**src/rtl/l1ca_code_nco_gen.sv**
```systemverilog
// GPS L1 C/A PRN code generator clocked by a half-chip code NCO.
// Emits early/prompt/late chips at half-chip spacing plus chip index and epoch strobe.

package l1ca_pkg;

  typedef logic [5:0]  sv_t;
  typedef logic [9:0]  gps_chip_t;
  typedef logic [10:1] l1ca_lfsr_t;

  typedef struct packed {
    logic [3:0] sa;
    logic [3:0] sb;
  } tap_pair_t;

  localparam gps_chip_t  LAST_CHIP = 10'd1022;
  localparam l1ca_lfsr_t LFSR_SEED = 10'h3FF;

  // G2 phase-select tap pair for each PRN; unused codes are masked by sv_valid.
  function automatic tap_pair_t phase_sel(input sv_t prn);
    tap_pair_t t;
    case (prn)
      6'd1:    t = '{sa: 4'd2, sb: 4'd6};
      6'd2:    t = '{sa: 4'd3, sb: 4'd7};
      6'd3:    t = '{sa: 4'd4, sb: 4'd8};
      6'd4:    t = '{sa: 4'd5, sb: 4'd9};
      6'd5:    t = '{sa: 4'd1, sb: 4'd9};
      6'd6:    t = '{sa: 4'd2, sb: 4'd10};
      6'd7:    t = '{sa: 4'd1, sb: 4'd8};
      6'd8:    t = '{sa: 4'd2, sb: 4'd9};
      6'd9:    t = '{sa: 4'd3, sb: 4'd10};
      6'd10:   t = '{sa: 4'd2, sb: 4'd3};
      6'd11:   t = '{sa: 4'd3, sb: 4'd4};
      6'd12:   t = '{sa: 4'd5, sb: 4'd6};
      6'd13:   t = '{sa: 4'd6, sb: 4'd7};
      6'd14:   t = '{sa: 4'd7, sb: 4'd8};
      6'd15:   t = '{sa: 4'd8, sb: 4'd9};
      6'd16:   t = '{sa: 4'd9, sb: 4'd10};
      6'd17:   t = '{sa: 4'd1, sb: 4'd4};
      6'd18:   t = '{sa: 4'd2, sb: 4'd5};
      6'd19:   t = '{sa: 4'd3, sb: 4'd6};
      6'd20:   t = '{sa: 4'd4, sb: 4'd7};
      6'd21:   t = '{sa: 4'd5, sb: 4'd8};
      6'd22:   t = '{sa: 4'd6, sb: 4'd9};
      6'd23:   t = '{sa: 4'd1, sb: 4'd3};
      6'd24:   t = '{sa: 4'd4, sb: 4'd6};
      6'd25:   t = '{sa: 4'd5, sb: 4'd7};
      6'd26:   t = '{sa: 4'd6, sb: 4'd8};
      6'd27:   t = '{sa: 4'd7, sb: 4'd9};
      6'd28:   t = '{sa: 4'd8, sb: 4'd10};
      6'd29:   t = '{sa: 4'd1, sb: 4'd6};
      6'd30:   t = '{sa: 4'd2, sb: 4'd7};
      6'd31:   t = '{sa: 4'd3, sb: 4'd8};
      6'd32:   t = '{sa: 4'd4, sb: 4'd9};
      default: t = '{sa: 4'd1, sb: 4'd1};
    endcase
    return t;
  endfunction

  function automatic l1ca_lfsr_t g1_step(input l1ca_lfsr_t g);
    return {g[9:1], g[3] ^ g[10]};
  endfunction

  function automatic l1ca_lfsr_t g2_step(input l1ca_lfsr_t g);
    return {g[9:1], g[2] ^ g[3] ^ g[6] ^ g[8] ^ g[9] ^ g[10]};
  endfunction

endpackage

module l1ca_code_nco_gen
  import l1ca_pkg::*;
#(
  parameter int NCO_W  = 32,
  parameter int MAX_SV = 32
) (
  input  logic             clk,
  input  logic             nrst,
  input  logic             en,
  input  logic             load,
  input  sv_t              sv,
  input  logic [NCO_W-1:0] code_rate,
  output logic             early,
  output logic             prompt,
  output logic             late,
  output gps_chip_t        chip_idx,
  output logic             half_tick,
  output logic             epoch,
  output logic             sv_valid
);

  localparam sv_t MAX_SV_V = sv_t'(MAX_SV);

  l1ca_lfsr_t       g1_q, g1_d;
  l1ca_lfsr_t       g2_q, g2_d;
  logic [NCO_W-1:0] nco_q, nco_d;
  logic             half_ph_q, half_ph_d;
  gps_chip_t        chip_q, chip_d;
  logic             prompt_q, prompt_d;
  logic             late_q, late_d;
  logic             half_tick_q, half_tick_d;
  logic             epoch_q, epoch_d;
  sv_t              sv_q, sv_d;

  logic [NCO_W:0]   nco_sum;
  logic             carry;
  tap_pair_t        taps;

  assign sv_valid = (sv_q != '0) && (sv_q <= MAX_SV_V);
  assign taps     = phase_sel(sv_q);
  assign early    = sv_valid & (g1_q[10] ^ g2_q[taps.sa] ^ g2_q[taps.sb]);

  assign nco_sum  = {1'b0, nco_q} + {1'b0, code_rate};
  assign carry    = nco_sum[NCO_W];

  always_comb begin
    // NOTE: every next-state signal gets a default first so no path leaves it unassigned (no latches).
    g1_d        = g1_q;
    g2_d        = g2_q;
    nco_d       = nco_q;
    half_ph_d   = half_ph_q;
    chip_d      = chip_q;
    prompt_d    = prompt_q;
    late_d      = late_q;
    sv_d        = sv_q;
    half_tick_d = 1'b0;
    epoch_d     = 1'b0;

    if (load) begin
      sv_d      = sv;
      g1_d      = LFSR_SEED;
      g2_d      = LFSR_SEED;
      nco_d     = '0;
      half_ph_d = 1'b0;
      chip_d    = '0;
      prompt_d  = 1'b0;
      late_d    = 1'b0;
    end else if (en) begin
      nco_d       = nco_sum[NCO_W-1:0];
      half_tick_d = carry;
      if (carry) begin
        // Taps shift on the pre-advance early value, giving half-chip spacing.
        late_d    = prompt_q;
        prompt_d  = early;
        half_ph_d = ~half_ph_q;
        if (half_ph_q) begin
          if (chip_q == LAST_CHIP) begin
            chip_d  = '0;
            g1_d    = LFSR_SEED;
            g2_d    = LFSR_SEED;
            epoch_d = 1'b1;
          end else begin
            chip_d  = chip_q + 10'd1;
            g1_d    = g1_step(g1_q);
            g2_d    = g2_step(g2_q);
          end
        end
      end
    end
  end

  // NOTE: state registers use non-blocking assignments and a reset sampled on the clock edge.
  always_ff @(posedge clk) begin
    if (!nrst) begin
      g1_q        <= LFSR_SEED;
      g2_q        <= LFSR_SEED;
      nco_q       <= '0;
      half_ph_q   <= 1'b0;
      chip_q      <= '0;
      prompt_q    <= 1'b0;
      late_q      <= 1'b0;
      half_tick_q <= 1'b0;
      epoch_q     <= 1'b0;
      sv_q        <= '0;
    end else begin
      g1_q        <= g1_d;
      g2_q        <= g2_d;
      nco_q       <= nco_d;
      half_ph_q   <= half_ph_d;
      chip_q      <= chip_d;
      prompt_q    <= prompt_d;
      late_q      <= late_d;
      half_tick_q <= half_tick_d;
      epoch_q     <= epoch_d;
      sv_q        <= sv_d;
    end
  end

  assign prompt    = prompt_q;
  assign late      = late_q;
  assign chip_idx  = chip_q;
  assign half_tick = half_tick_q;
  assign epoch     = epoch_q;

endmodule

```
**config.mk**
```make
export PLATFORM = sky130hd
export DESIGN_NAME = l1ca_code_nco_gen
export DESIGN_NICKNAME = d
export VERILOG_FILES = /design/src/rtl/l1ca_code_nco_gen.sv
export SDC_FILE = /design/constraint.sdc
export NUM_CORES = 1
export LEC_CHECK = 0
export ABC_AREA = 1
export CAP_MARGIN = 0
export CORE_MARGIN = 8
export CORE_UTILIZATION = 41
export DETAILED_ROUTE_END_ITERATION = 10
export DONT_BUFFER_PORTS = 1
export GPL_ROUTABILITY_DRIVEN = 0
export GPL_TIMING_DRIVEN = 0
export PLACE_DENSITY_LB_ADDON = 0.15
export SYNTH_ARGS = -nofsm -noshare
export SYNTH_HDL_FRONTEND = slang
export SYNTH_SLANG_ARGS = --single-unit
```
**constraint.sdc**
```tcl
create_clock -name clk -period 2.9 [get_ports clk]
set_input_delay 0.29 -clock clk [delete_from_list [all_inputs] [get_ports clk]]
set_output_delay 0.29 -clock clk [all_outputs]
set_load 0.01 [all_outputs]
```
# Word-level counts from Yosys, hierarchy flattened
# Memories as Yosys holds them, arrays and structs flattened. A register that Yosys moved wholly into a read port is not among the register bits.
# Cells that the tools add are included.
# word_totals
mem_bits_ro,512
wordCells,47
input_bits,42
regBits,73
mem_count,1
output_inout_bits,16
# memory_table
memory,depth,width,read_ports,rd_clocked_by_memory_dff,wr,line,rtl
(no name shown),64,8,1,1,0,21,case (prn)
# classes
n_addsub,2
n_mux,10
bitwise,13
order_cmp,3
reduce_logical,7
eq_ne,1
# op_table
operator,n
$add A32 B32 Y33,1
$mux W10,3
$mux W6,2
$add A10 B1 Y10 const B,1
$eq A10 B10 Y1 const B,1
$lt A4 B5 Y1 const B,2
$bmux W1 S4,2
$xor A1 B1 Y1,8
$le A6 B6 Y1 const B,1
$reduce_bool A6 Y1,1
$reduce_or A5 Y1,1
$not A1 Y1,4
$mux W1,3
$reduce_and A3 Y1,1
$reduce_or A3 Y1,1
$reduce_and A2 Y1,1
$reduce_or A2 Y1,1
$and A1 B1 Y1,1
$logic_and A1 B1 Y1,1

# Longest topological paths before layout
# Gate-level depths: netlist of run 1.
# depth
word_depth,6
mapped_depth,14
depth_no_buf,14

# Worst setup path after synthesis of run 1
# No wires, ideal clock.
# synth_timing
path_kind,in2reg
startpoint,input port code_rate[0]
endpoint,register g2_q[7]
cell_stages,14
setup_time_ns,0.141
required_ns,2.759
path_slack_ns,0.879
arrival_ns,1.880
path_buffers,2
cell_sequence,ha_1 > fa_1 > nand2_1 > nand2_1 > nand3_1 > nand2_2 > nand2_2 > nand2_4 > nand2_2 > nand2_4 > buf_6 > buf_12 > o211ai_2 > nand3_2
# synth_between
elab_chain_cells,2
# synth_lines
element,line,rtl
from (decl),80,"input logic [NCO_W-1:0] code_rate,"
$add A32 B32 Y33,111,"assign nco_sum = {1'b0, nco_q} + {1'b0, code_rate};"
$reduce_and A3 Y1 (no source line),-,
to (signal assigned),175,g2_q <= g2_d;
to (decl),93,"l1ca_lfsr_t g2_q, g2_d;"
# No other way between the ends.
# A chain may end at the register's enable or synchronous reset.

# Final worst setup path of run 1
# layout_timing
startpoint,register nco_q[0]
endpoint,register g2_q[7]
# layout_between
elab_chain_cells,2
# layout_lines
element,line,rtl
from (decl),94,"logic [NCO_W-1:0] nco_q, nco_d;"
from (signal assigned),176,nco_q <= nco_d;
$add A32 B32 Y33,111,
$reduce_and A3 Y1 (no source line),-,
# No other way between the ends.

==> impl_metrics.py, run 1 <==
metrics = {
    "run_status": {
        "outcome": "complete, no violations",
    },
    "final_layout": {
        "fin_nets": 1098,
        "fillerInstances": 1624,
        "fin_cells": 1206,
        "antenna_cells": 0,
        "drive_above_1_share_pct": 8.64,
        "area_delta_synth_final_pct": 8.92,
        "regArea_um2": 1620,
        "post-route-util_pct": 45.5,
        "postLayoutCellArea_um2": 6890,
        "multi_input_area_um2": 3980,
    },
    "synthesis": {
        "avgSynthCellArea_um2": 6.31,
        "syn_area_um2": 6330,
        "ys_top_cells_by_area": "dfxtp_1, nand2_1, inv_1, ha_1, nor2_1",
        "ys_seq_area_share_pct": 25.6,
        "ys_seq_elements": 81,
        "synth_top_area_share_pct": 25.6,
        "synth_cell_type_count": 41,
        "synth_cells": 1003,
        "synth_top_cell_by_area": "dfxtp_1",
        "synth_edf_count": 0,
        "syn_nets": 1087,
        "synthArstFlopShare_pct": 0,
        "yosysWarnings": 0,
        "ys.flop_type": "dfxtp_1",
    },
    "timing": {
        "setup_viol": 0,
        "worst_pin_slew_ns": 0.685,
        "min_period_ns": 2.23,
        "timing.final.crit_share_pct": 77.0,
        "skew_ns": 0.00662,
        "timing.fmax_mhz": 448,
        "maxSlewViolCount": 0,
        "setup_slack_ns": 0.668,
        "max_slew_margin_pct": 54.3,
        "timing.hold.ws_ns": 0.213,
        "hold_viol": 0,
        "tns_ns": 0,
        "rsz0062_at_grt": "no",
    },
    "clocking": {
        "cts_resized": 0,
        "clk_pin_slew_ns": 0.06,
        "cts_setup_buffers": 0,
        "clk_path_buf_depth": 2,
        "numCtsBuffers": 9,
        "cts_tree": "built",
        "postCtsHoldBufs": 0,
        "cts_num_sinks": 81,
        "htreeDepth": 3,
        "clock-root-buffer": "clkbuf_16",
        "clk_latency_ns": 0.35,
    },
    "detailed_routing": {
        "wirelength_um": 16800,
        "drtIter0Drc": 352,
        "vias": 6091,
        "via_per_inst": 5.05,
        "wl_per_cell_um": 13.9,
        "ant_nets": 0,
        "drc": 0,
        "drt_pass1_iterations": 5,
    },
    "place": {
        "place_ws_ns": 0.669,
        "place_area_um2": 6560,
        "placed_cells": 1191,
        "port_buffers": 0,
        "hpwl_um": 13300,
    },
    "critical_path": {
        "crit_chain": "ha_1 -> fa_1 -> nand2_1 -> nand2_1 -> nand3_1 -> nand2_2 -> nand2_2 -> nand2_4 -> nand2_2 -> nand2_4 -> buf_6 -> buf_12 -> o211ai_2 -> nand3_2",
        "critPathArrivalTime_ns": 2.44,
        "cp-end-kind": "flip-flop",
        "path_common_cell": "nand2_2",
        "crit_type": "flip-flop to flip-flop",
        "cp.required_ns": 3.11,
        "worstSetupStartpointType": "flip-flop",
        "critPathMaxFanout": 10,
        "crit_slowest_cell": "fa_1",
        "max_stage_delay_ns": 0.45,
    },
    "die": {
        "dieArea_um2": 19700,
        "initial_utilization_pct": 41.8,
        "io_pins": 58,
        "rows": 45,
        "fp.coreArea_um2": 15100,
        "die_w_um": 140,
        "die_h_um": 140,
    },
    "grt": {
        "grt_max_degree": 14,
        "grt_pass1_wl_um": 28700,
        "gr-usage-all-layers_pct": 17.9,
        "grt_pass1_vias": 5820,
        "gr-total-overflow": 0,
        "antenna_found_initial": 0,
    },
    "power_and_ir_drop": {
        "switching_share_pct": 30.6,
        "vdd_drop_max_uv": 292,
        "power_density_nw_per_um2": 456,
        "internal_power_mw": 2.18,
        "combPwrFrac_pct": 21.1,
        "p_clk_share_pct": 41.1,
        "power_mw": 3.14,
        "p_leak_nw": 3.61,
        "power.net_switching_mw": 0.961,
        "p_seq_share_pct": 37.8,
    },
    "min_path": {
        "hold_path_class": "input port to flip-flop",
    },
    "run": {
        "cap_violations": 0,
    },
}
-- per-layer routing --
metal | GRT usage [%] | wire (um) | vias to the layer above
li1 | - | - | 3239
met1 | 22.7 | 8040 | 2753
met2 | 30.3 | 7990 | 78
met3 | 2.45 | 441 | 21
met4 | 6.57 | 340 | 0
met5 | 0 | 0 | -
-- path summary, 6_finish.rpt --
check                 from  endpoint  slack, ns  cells past startpoint
setup reg to reg  nco_q[0]   g2_q[7]       0.67                     14
hold / removal       sv[3]   sv_q[3]       0.21                      2
hold reg to reg   nco_q[0]  nco_q[0]       0.47                      2
setup / recovery  nco_q[0]   g2_q[7]       0.67                     14
-- critical path, delay by kind of cell (launching register included) --
kind / cells / cell delay (ns)
AND/OR/NAND/NOR: 9 / 0.75
adder cells (fa/ha/maj): 2 / 0.67
flip-flops: 1 / 0.31
buffers and inverters: 2 / 0.30
AO/OA/AOI/OAI: 1 / 0.06
-- registers in the layout, indices dropped and copies added, names as in the netlist --
signal and cells:
half_ph_q 1, taps 8, late 1, nco_q 32, half_tick 1, g2_q 10
chip_idx 10, prompt 1, epoch 1, sv_q 6, g1_q 10
-- cell usage in the layout (no fill, tap or decap), types with 2 or more instances in the layout --
cell / count
nand2_1: 253
inv_1: 138
nor2_1: 132
nand3_1: 88
dfxtp_1: 81
a21oi_1: 45
ha_1: 41
o21ai_0: 30
xor2_1: 19
nand4_1: 16
o211ai_1: 16
o21ai_1: 15
clkbuf_1: 14
nand2_2: 13
nand3_2: 10
a21oi_2: 9
o211ai_2: 9
clkbuf_16: 9
xnor2_1: 8
nor3_1: 7
inv_2: 6
buf_2: 6
o21bai_1: 6
nor2_2: 5
a31oi_1: 5
buf_4: 4
o22ai_1: 4
nand2_4: 3
nor3_2: 2
clkinv_1: 2
buf_1: 2
or2_2: 2
buf_6: 2
nor4_1: 2
clkbuf_8: 2
bufinv_16: 2
-- cell type report --
cell class / count / share of cell area [%]
Clock buffer: 11 / 3.67
Sequential cell: 81 / 23.5
Multi-Input combinational cell: 746 / 57.8
Tap cell: 188 / 3.41
Clock inverter: 4 / 1.11
Inverter: 146 / 7.95
Buffer: 30 / 2.58
-- power groups by stage --
| stage | Combinational [mW] | Sequential [mW] | Clock (mW) |
|---|---|---|---|
| floorplan | 0.521 | 1.21 | 0 |
| global route | 0.769 | 1.20 | 1.37 |
| CTS | 0.663 | 1.19 | 1.32 |
| global placement | 0.659 | 1.21 | 0 |
| detailed placement | 0.660 | 1.21 | 0 |
| finish | 0.662 | 1.19 | 1.29 |
-- logic make-up (layout without fill, tap and decap cells) --
family                   count (synthesis)  in the layout  share of synthesized area, %
AND/OR/NAND/NOR                        537            537                          37.0
buffers and inverters                  176            191                          11.5
AO/OA/AOI/OAI                          140            140                          13.8
adder cells (fa/ha/maj)                 42             42                          8.42
XOR/XNOR                                27             27                          3.74
flip-flops                              81             81                          25.6
-- cells in the mapped netlist, types with 7 or more instances --
master	instances
o211ai_2	9
o21ai_1	15
a21oi_1	45
nand2_1	253
xor2_1	19
a21oi_2	9
xnor2_1	8
clkbuf_1	14
ha_1	41
nand2_2	13
o21ai_0	30
nand3_2	10
dfxtp_1	81
nand3_1	88
nor3_1	7
inv_1	138
o211ai_1	16
nand4_1	16
nor2_1	132
(Power assumes the default switching activity.)
==> run 2, diff against run 1 <==
==> constraint.sdc (replaced) <==
create_clock -name clk -period 2 [get_ports clk]
set_input_delay 0.2 -clock clk [delete_from_list [all_inputs] [get_ports clk]]
set_output_delay 0.2 -clock clk [all_outputs]
set_load 0.01 [all_outputs]
==> run 2 against run 1 <==
Sequential power rose by 46%. Via count rose by 1.1%. Worst hold slack got worse by 0.18 ns. Global-route usage fell by 0.34 points. Highest routed layer unchanged. Count of clock-buffer cells in the layout fell by 1. Largest power group unchanged. Die area did not move. Clock skew rose by 0.0026 ns. Routed wire length rose by 2.9%. Critical path type unchanged. Total power rose by 48%. Sequential cell count did not move.
==> impl_metrics.py, run 2 (same netlist as run 1, synthesis figures left out) <==
metrics = {
    "run_status": {
        "outcome": "complete, no violations",
    },
    "place": {
        "hpwl_um": 13200,
        "placed_cells": 1191,
        "place_ws_ns": -0.193,
        "port_buffers": 0,
    },
    "die": {
        "die_h_um": 140,
        "die_w_um": 140,
        "io_pins": 58,
        "rows": 45,
        "dieArea_um2": 19700,
        "fp.coreArea_um2": 15100,
        "initial_utilization_pct": 41.8,
    },
    "critical_path": {
        "critPathMaxFanout": 10,
        "cp.required_ns": 2.21,
        "crit_type": "flip-flop to flip-flop",
        "r2r_start": "nco_q[0]",
        "cp-end-kind": "flip-flop",
        "crit_start": "nco_q[0]",
        "critPathArrivalTime_ns": 2.19,
        "worstSetupStartpointType": "flip-flop",
    },
    "timing": {
        "max_slew_margin_pct": 52.4,
        "setup_viol": 0,
        "rsz0062_at_grt": "yes",
        "maxSlewViolCount": 0,
        "min_period_ns": 1.98,
        "timing.hold.ws_ns": 0.0343,
        "hold_viol": 0,
        "setup_slack_ns": 0.0233,
        "tns_ns": 0,
        "worst_pin_slew_ns": 0.713,
        "timing.fmax_mhz": 506,
        "timing.final.crit_share_pct": 98.8,
        "skew_ns": 0.00919,
    },
    "detailed_routing": {
        "wirelength_um": 17300,
        "drtIter0Drc": 365,
        "drc": 0,
        "vias": 6161,
        "drt_pass1_iterations": 5,
        "ant_nets": 0,
        "via_per_inst": 5.08,
        "wl_per_cell_um": 14.3,
    },
    "clocking": {
        "clk_pin_slew_ns": 0.07,
        "postCtsHoldBufs": 0,
        "clk_path_buf_depth": 2,
        "numCtsBuffers": 9,
        "htreeDepth": 3,
        "cts_num_sinks": 81,
        "cts_tree": "built",
        "clock-root-buffer": "clkbuf_16",
        "clk_latency_ns": 0.35,
    },
    "grt": {
        "gr-total-overflow": 0,
        "antenna_found_initial": 0,
        "grt_pass1_vias": 5797,
        "gr-usage-all-layers_pct": 17.5,
        "grt_max_degree": 14,
        "grt_pass1_wl_um": 28100,
    },
    "final_layout": {
        "fillerInstances": 1544,
        "top_register": "nco_q",
        "multi_input_area_um2": 4560,
        "largest_register_ffs": 32,
        "regArea_um2": 1630,
        "fin_nets": 1104,
        "fin_cells": 1212,
        "layout_common_cells": "nand2_1, inv_1, nor2_1",
        "final_common_cell": "nand2_1",
        "drive_above_1_share_pct": 18.0,
        "post-route-util_pct": 49.7,
        "antenna_cells": 0,
        "area_delta_synth_final_pct": 18.9,
    },
    "power_and_ir_drop": {
        "power_density_nw_per_um2": 620,
        "vdd_drop_max_uv": 445,
        "p_leak_nw": 3.71,
    },
    "min_path": {
        "hold_path_class": "input port to flip-flop",
        "min-delay-start": "sv[1]",
    },
    "run": {
        "cap_violations": 0,
    },
}
[run 2: changes by cell type in the layout (fill, tap and decap cells not counted), sizes merged]
cell    delta
clkinv     +1
buf        +7
clkbuf     -2
[run 2: stage by stage]
stage | instance area (um^2) | power (mW)
finish | 7520 | 4.67
detailed placement | 6570 | 2.71
CTS | 6990 | 4.57
floorplan | 6330 | 2.50
global route | 7520 | 4.93
global placement | 6570 | 2.71
[run 2: critical path: stages (launching register included)]
cell and delay (ns):
dfxtp_2 0.34, ha_4 0.16, fa_2 0.35, nand2_2 0.08, nand2_2 0.06, nand3_2 0.08, nand2_4 0.08, nand2_4 0.07
nand2_4 0.06, nand2_4 0.06, nand2_4 0.07, buf_8 0.14, buf_12 0.14, o211ai_2 0.06, nand3_2 0.07
[run 2: worst paths after layout]
check        endpoint  slack [ns]  depth (start not counted)
max           g1_q[2]        0.02                         14
min           sv_q[1]        0.03                          2
max reg2reg   g1_q[2]        0.02                         14
min reg2reg     epoch        0.47                          2
[run 2: metal layers]
layer | track usage, % | share of wire (%) | routed length (um)
met2 | 30.5 | 48 | 8360
met5 | 0 | 0 | 0
met4 | 7.37 | 2.9 | 508
met3 | 2.28 | 2.7 | 470
met1 | 21.3 | 46 | 7970
[run 2: repair_timing]
item,4_1_cts,5_1_grt
hold endpoints to repair,0,0
setup buffers,6,1
resized for setup,14,106
pin swaps,7,5
setup endpoints to repair,45,59
[run 2: power by group]
| part | switching (mW) | internal (mW) | total (mW) |
|---|---|---|---|
| registers | 0.0620 | 1.68 | 1.74 |
| clock network | 0.727 | 1.09 | 1.81 |
| logic | 0.685 | 0.421 | 1.11 |
| total | 1.47 | 3.19 | 4.67 |
[run 2: area by class of cell]
class / count / area share [%]
buffer: 29 / 2.36
clock buffer: 10 / 3.04
clock inverter: 5 / 1.08
inverter: 146 / 7.29
multi-input combinational: 746 / 60.6
sequential: 81 / 21.7
tap: 188 / 3.13
timing repair buffer: 7 / 0.865
==> run 3, diff against run 2 <==
--- a/config.mk
+++ b/config.mk
@@ -7,10 +7,9 @@
 export LEC_CHECK = 0
 export ABC_AREA = 1
 export CAP_MARGIN = 0
-export CORE_MARGIN = 8
+export CORE_MARGIN = 1.5
 export CORE_UTILIZATION = 41
 export DETAILED_ROUTE_END_ITERATION = 10
-export DONT_BUFFER_PORTS = 1
 export GPL_ROUTABILITY_DRIVEN = 0
 export GPL_TIMING_DRIVEN = 0
 export PLACE_DENSITY_LB_ADDON = 0.15
==> run 3 against run 2 <==
The flow now finishes with violations (setup timing). Final area increased by 7.7%. Count of clock-buffer cells in the layout rose by 2. Global-route usage grew 3.9 points. Worst hold slack better by 0.21 ns. Sequential power hardly changed. Via count increased by 3.6%. First-iteration DRC count is 15% higher. Sequential cell count did not move. Fmax decreased by 2.2%. Die area fell by 18%. Utilization rose by 3.8 points. Worst setup slack worse by 0.045 ns.
==> impl_metrics.py, run 3 (same netlist as run 1, synthesis figures left out) <==
metrics = {
    "run_status": {
        "outcome": "complete, but fails checks",
        "violations": "setup timing",
    },
    "grt": {
        "use_met3_pct": 3.43,
        "gr-usage-all-layers_pct": 21.5,
        "grt_pass1_wl_um": 28200,
        "grt_use_met1_pct": 28.0,
        "antenna_found_initial": 0,
        "gr-total-overflow": 0,
        "grt_pass1_vias": 6016,
        "grt_use_met2_pct": 36.7,
        "grt_max_degree": 14,
        "busiest_layer": "met2",
    },
    "critical_path": {
        "worstSetupStartpointType": "flip-flop",
        "crit_slowest_cell": "fa_2",
        "cp-end-kind": "flip-flop",
        "critPathArrivalTime_ns": 2.23,
        "crit_family": "simple AND/OR/NAND/NOR gates",
        "crit_buf_inv": 2,
        "cp.required_ns": 2.21,
        "critPathMaxFanout": 5,
        "ff2ff_path_depth": 14,
        "worst-path-stages": 14,
        "path_common_cell": "nand2_4",
        "crit_type": "flip-flop to flip-flop",
        "max_stage_delay_ns": 0.35,
        "crit_chain": "ha_4 -> fa_2 -> nand2_2 -> nand2_2 -> nand3_2 -> nand2_4 -> nand2_4 -> nand2_4 -> nand2_4 -> nand2_4 -> buf_8 -> clkbuf_16 -> o211ai_2 -> nand3_2",
    },
    "final_layout": {
        "drive_above_1_share_pct": 18.2,
        "largest_register_ffs": 32,
        "fin_nets": 1162,
        "final_common_cell": "nand2_1",
        "fillerInstances": 1525,
        "layout_common_cells": "nand2_1, inv_1, nor2_1",
        "fin_cells": 1271,
        "area_delta_synth_final_pct": 28.0,
        "top_register": "nco_q",
        "antenna_cells": 0,
    },
    "timing": {
        "worst_pin_slew_ns": 0.701,
        "tns_ns": -0.0701,
        "max_slew_margin_pct": 53.3,
        "timing.fmax_mhz": 495,
        "timing.hold.ws_ns": 0.243,
        "min_period_ns": 2.02,
        "hold_viol": 0,
        "setup_viol": 5,
        "rsz0062_at_grt": "yes",
        "timing.final.crit_share_pct": 101,
        "skew_ns": 0.0101,
        "setup_slack_ns": -0.0215,
        "maxSlewViolCount": 0,
    },
    "clocking": {
        "clk_path_buf_depth": 2,
        "clk_pin_slew_ns": 0.07,
        "numCtsBuffers": 9,
        "clk_latency_ns": 0.35,
        "cts_tree": "built",
        "cts_num_sinks": 81,
        "clock-root-buffer": "clkbuf_16",
        "htreeDepth": 3,
        "postCtsHoldBufs": 0,
    },
    "power_and_ir_drop": {
        "power_mw": 4.75,
        "vdd_drop_max_uv": 383,
        "p_leak_nw": 3.94,
        "power_density_nw_per_um2": 586,
    },
    "die": {
        "initial_utilization_pct": 41.8,
        "dieArea_um2": 16200,
        "die_w_um": 127,
        "io_pins": 58,
        "rows": 45,
        "fp.coreArea_um2": 15100,
        "die_h_um": 127,
    },
    "min_path": {
        "min_path_cells": 4,
        "hold_path_class": "input port to flip-flop",
    },
    "run": {
        "cap_violations": 0,
    },
    "place": {
        "hpwl_um": 12800,
        "placed_cells": 1246,
        "port_buffers": 55,
    },
    "detailed_routing": {
        "wirelength_um": 17000,
        "vias": 6383,
        "wl_per_cell_um": 13.4,
        "drtIter0Drc": 419,
        "ant_nets": 0,
        "drt_pass1_iterations": 5,
        "via_per_inst": 5.02,
        "drc": 0,
    },
}
## run 3: cell types whose count changed in the layout (fill, tap and decap cells not counted), moves of 3 or more
cell and delta:
clkdlybuf4s50_1 +52, dfxtp_1 -8, nor2_2 +5, dfxtp_2 +7
clkbuf_8 +3, a21oi_4 -3, ha_4 +3, buf_6 +3
nor2_4 -4, nand2_2 +3, ha_2 -3
## run 3: path summary, 6_finish.rpt
path,slack [ns],to,from
hold / removal,0.24,half_ph_q,load
hold reg to reg,0.47,g1_q[8],g1_q[8]
setup / recovery,-0.02,g1_q[3],nco_q[0]
setup reg to reg,-0.02,g1_q[3],nco_q[0]
## run 3: power breakdown
group          switching (mW)  internal (mW)  total, mW
clock network           0.713           1.07       1.78
logic                   0.708          0.510       1.22
registers              0.0637           1.68       1.75
## run 3: final cells by class
cell class | count | area (um^2) | share of cell area [%]
Sequential cell | 81 | 1640 | 20.3
Buffer | 29 | 190 | 2.35
Timing Repair Buffer | 65 | 656 | 8.10
Multi-Input combinational cell | 746 | 4510 | 55.7
Clock inverter | 4 | 50.0 | 0.618
Clock buffer | 12 | 267 | 3.29
Inverter | 146 | 548 | 6.77
Tap cell | 188 | 235 | 2.90
## run 3: per-layer routing
metal / share of wire, % / vias up
li1: - / 3363
met1: 47 / 2880
met2: 48 / 115
met3: 3.3 / 25
met4: 2.0 / 0
met5: 0 / -
## run 3: per-stage QoR
step | util (%) | setup WS, ns | instance area [um^2]
after floorplan | - | 0.0467 | 6330
after global placement | 47.0 | -0.543 | 7120
after detailed placement | 47.0 | -0.537 | 7120
after CTS | 50.2 | -0.0231 | 7600
after global routing | 53.5 | -0.103 | 8100
final | 53.5 | -0.0215 | 8100
## run 3: worst reg2reg max path, delay by kind of cell (launching register included)
| kind | cells | cell delay (ns) |
|---|---|---|
| adders and majority gates | 2 | 0.51 |
| DFF | 1 | 0.34 |
| and+or+nand+nor | 9 | 0.67 |
| AOI/OAI and AO/OA | 1 | 0.07 |
| buffers and inverters | 2 | 0.31 |
## run 3: repair_timing
| action | in CTS | in global routing |
|---|---|---|
| buffers inserted | 6 | 3 |
| cloned | 0 | 1 |
| hold endpoints to repair | 0 | 0 |
| endpoints found under the setup margin | 45 | 60 |
| gates resized for setup | 30 | 96 |
| pin swaps | 5 | 17 |
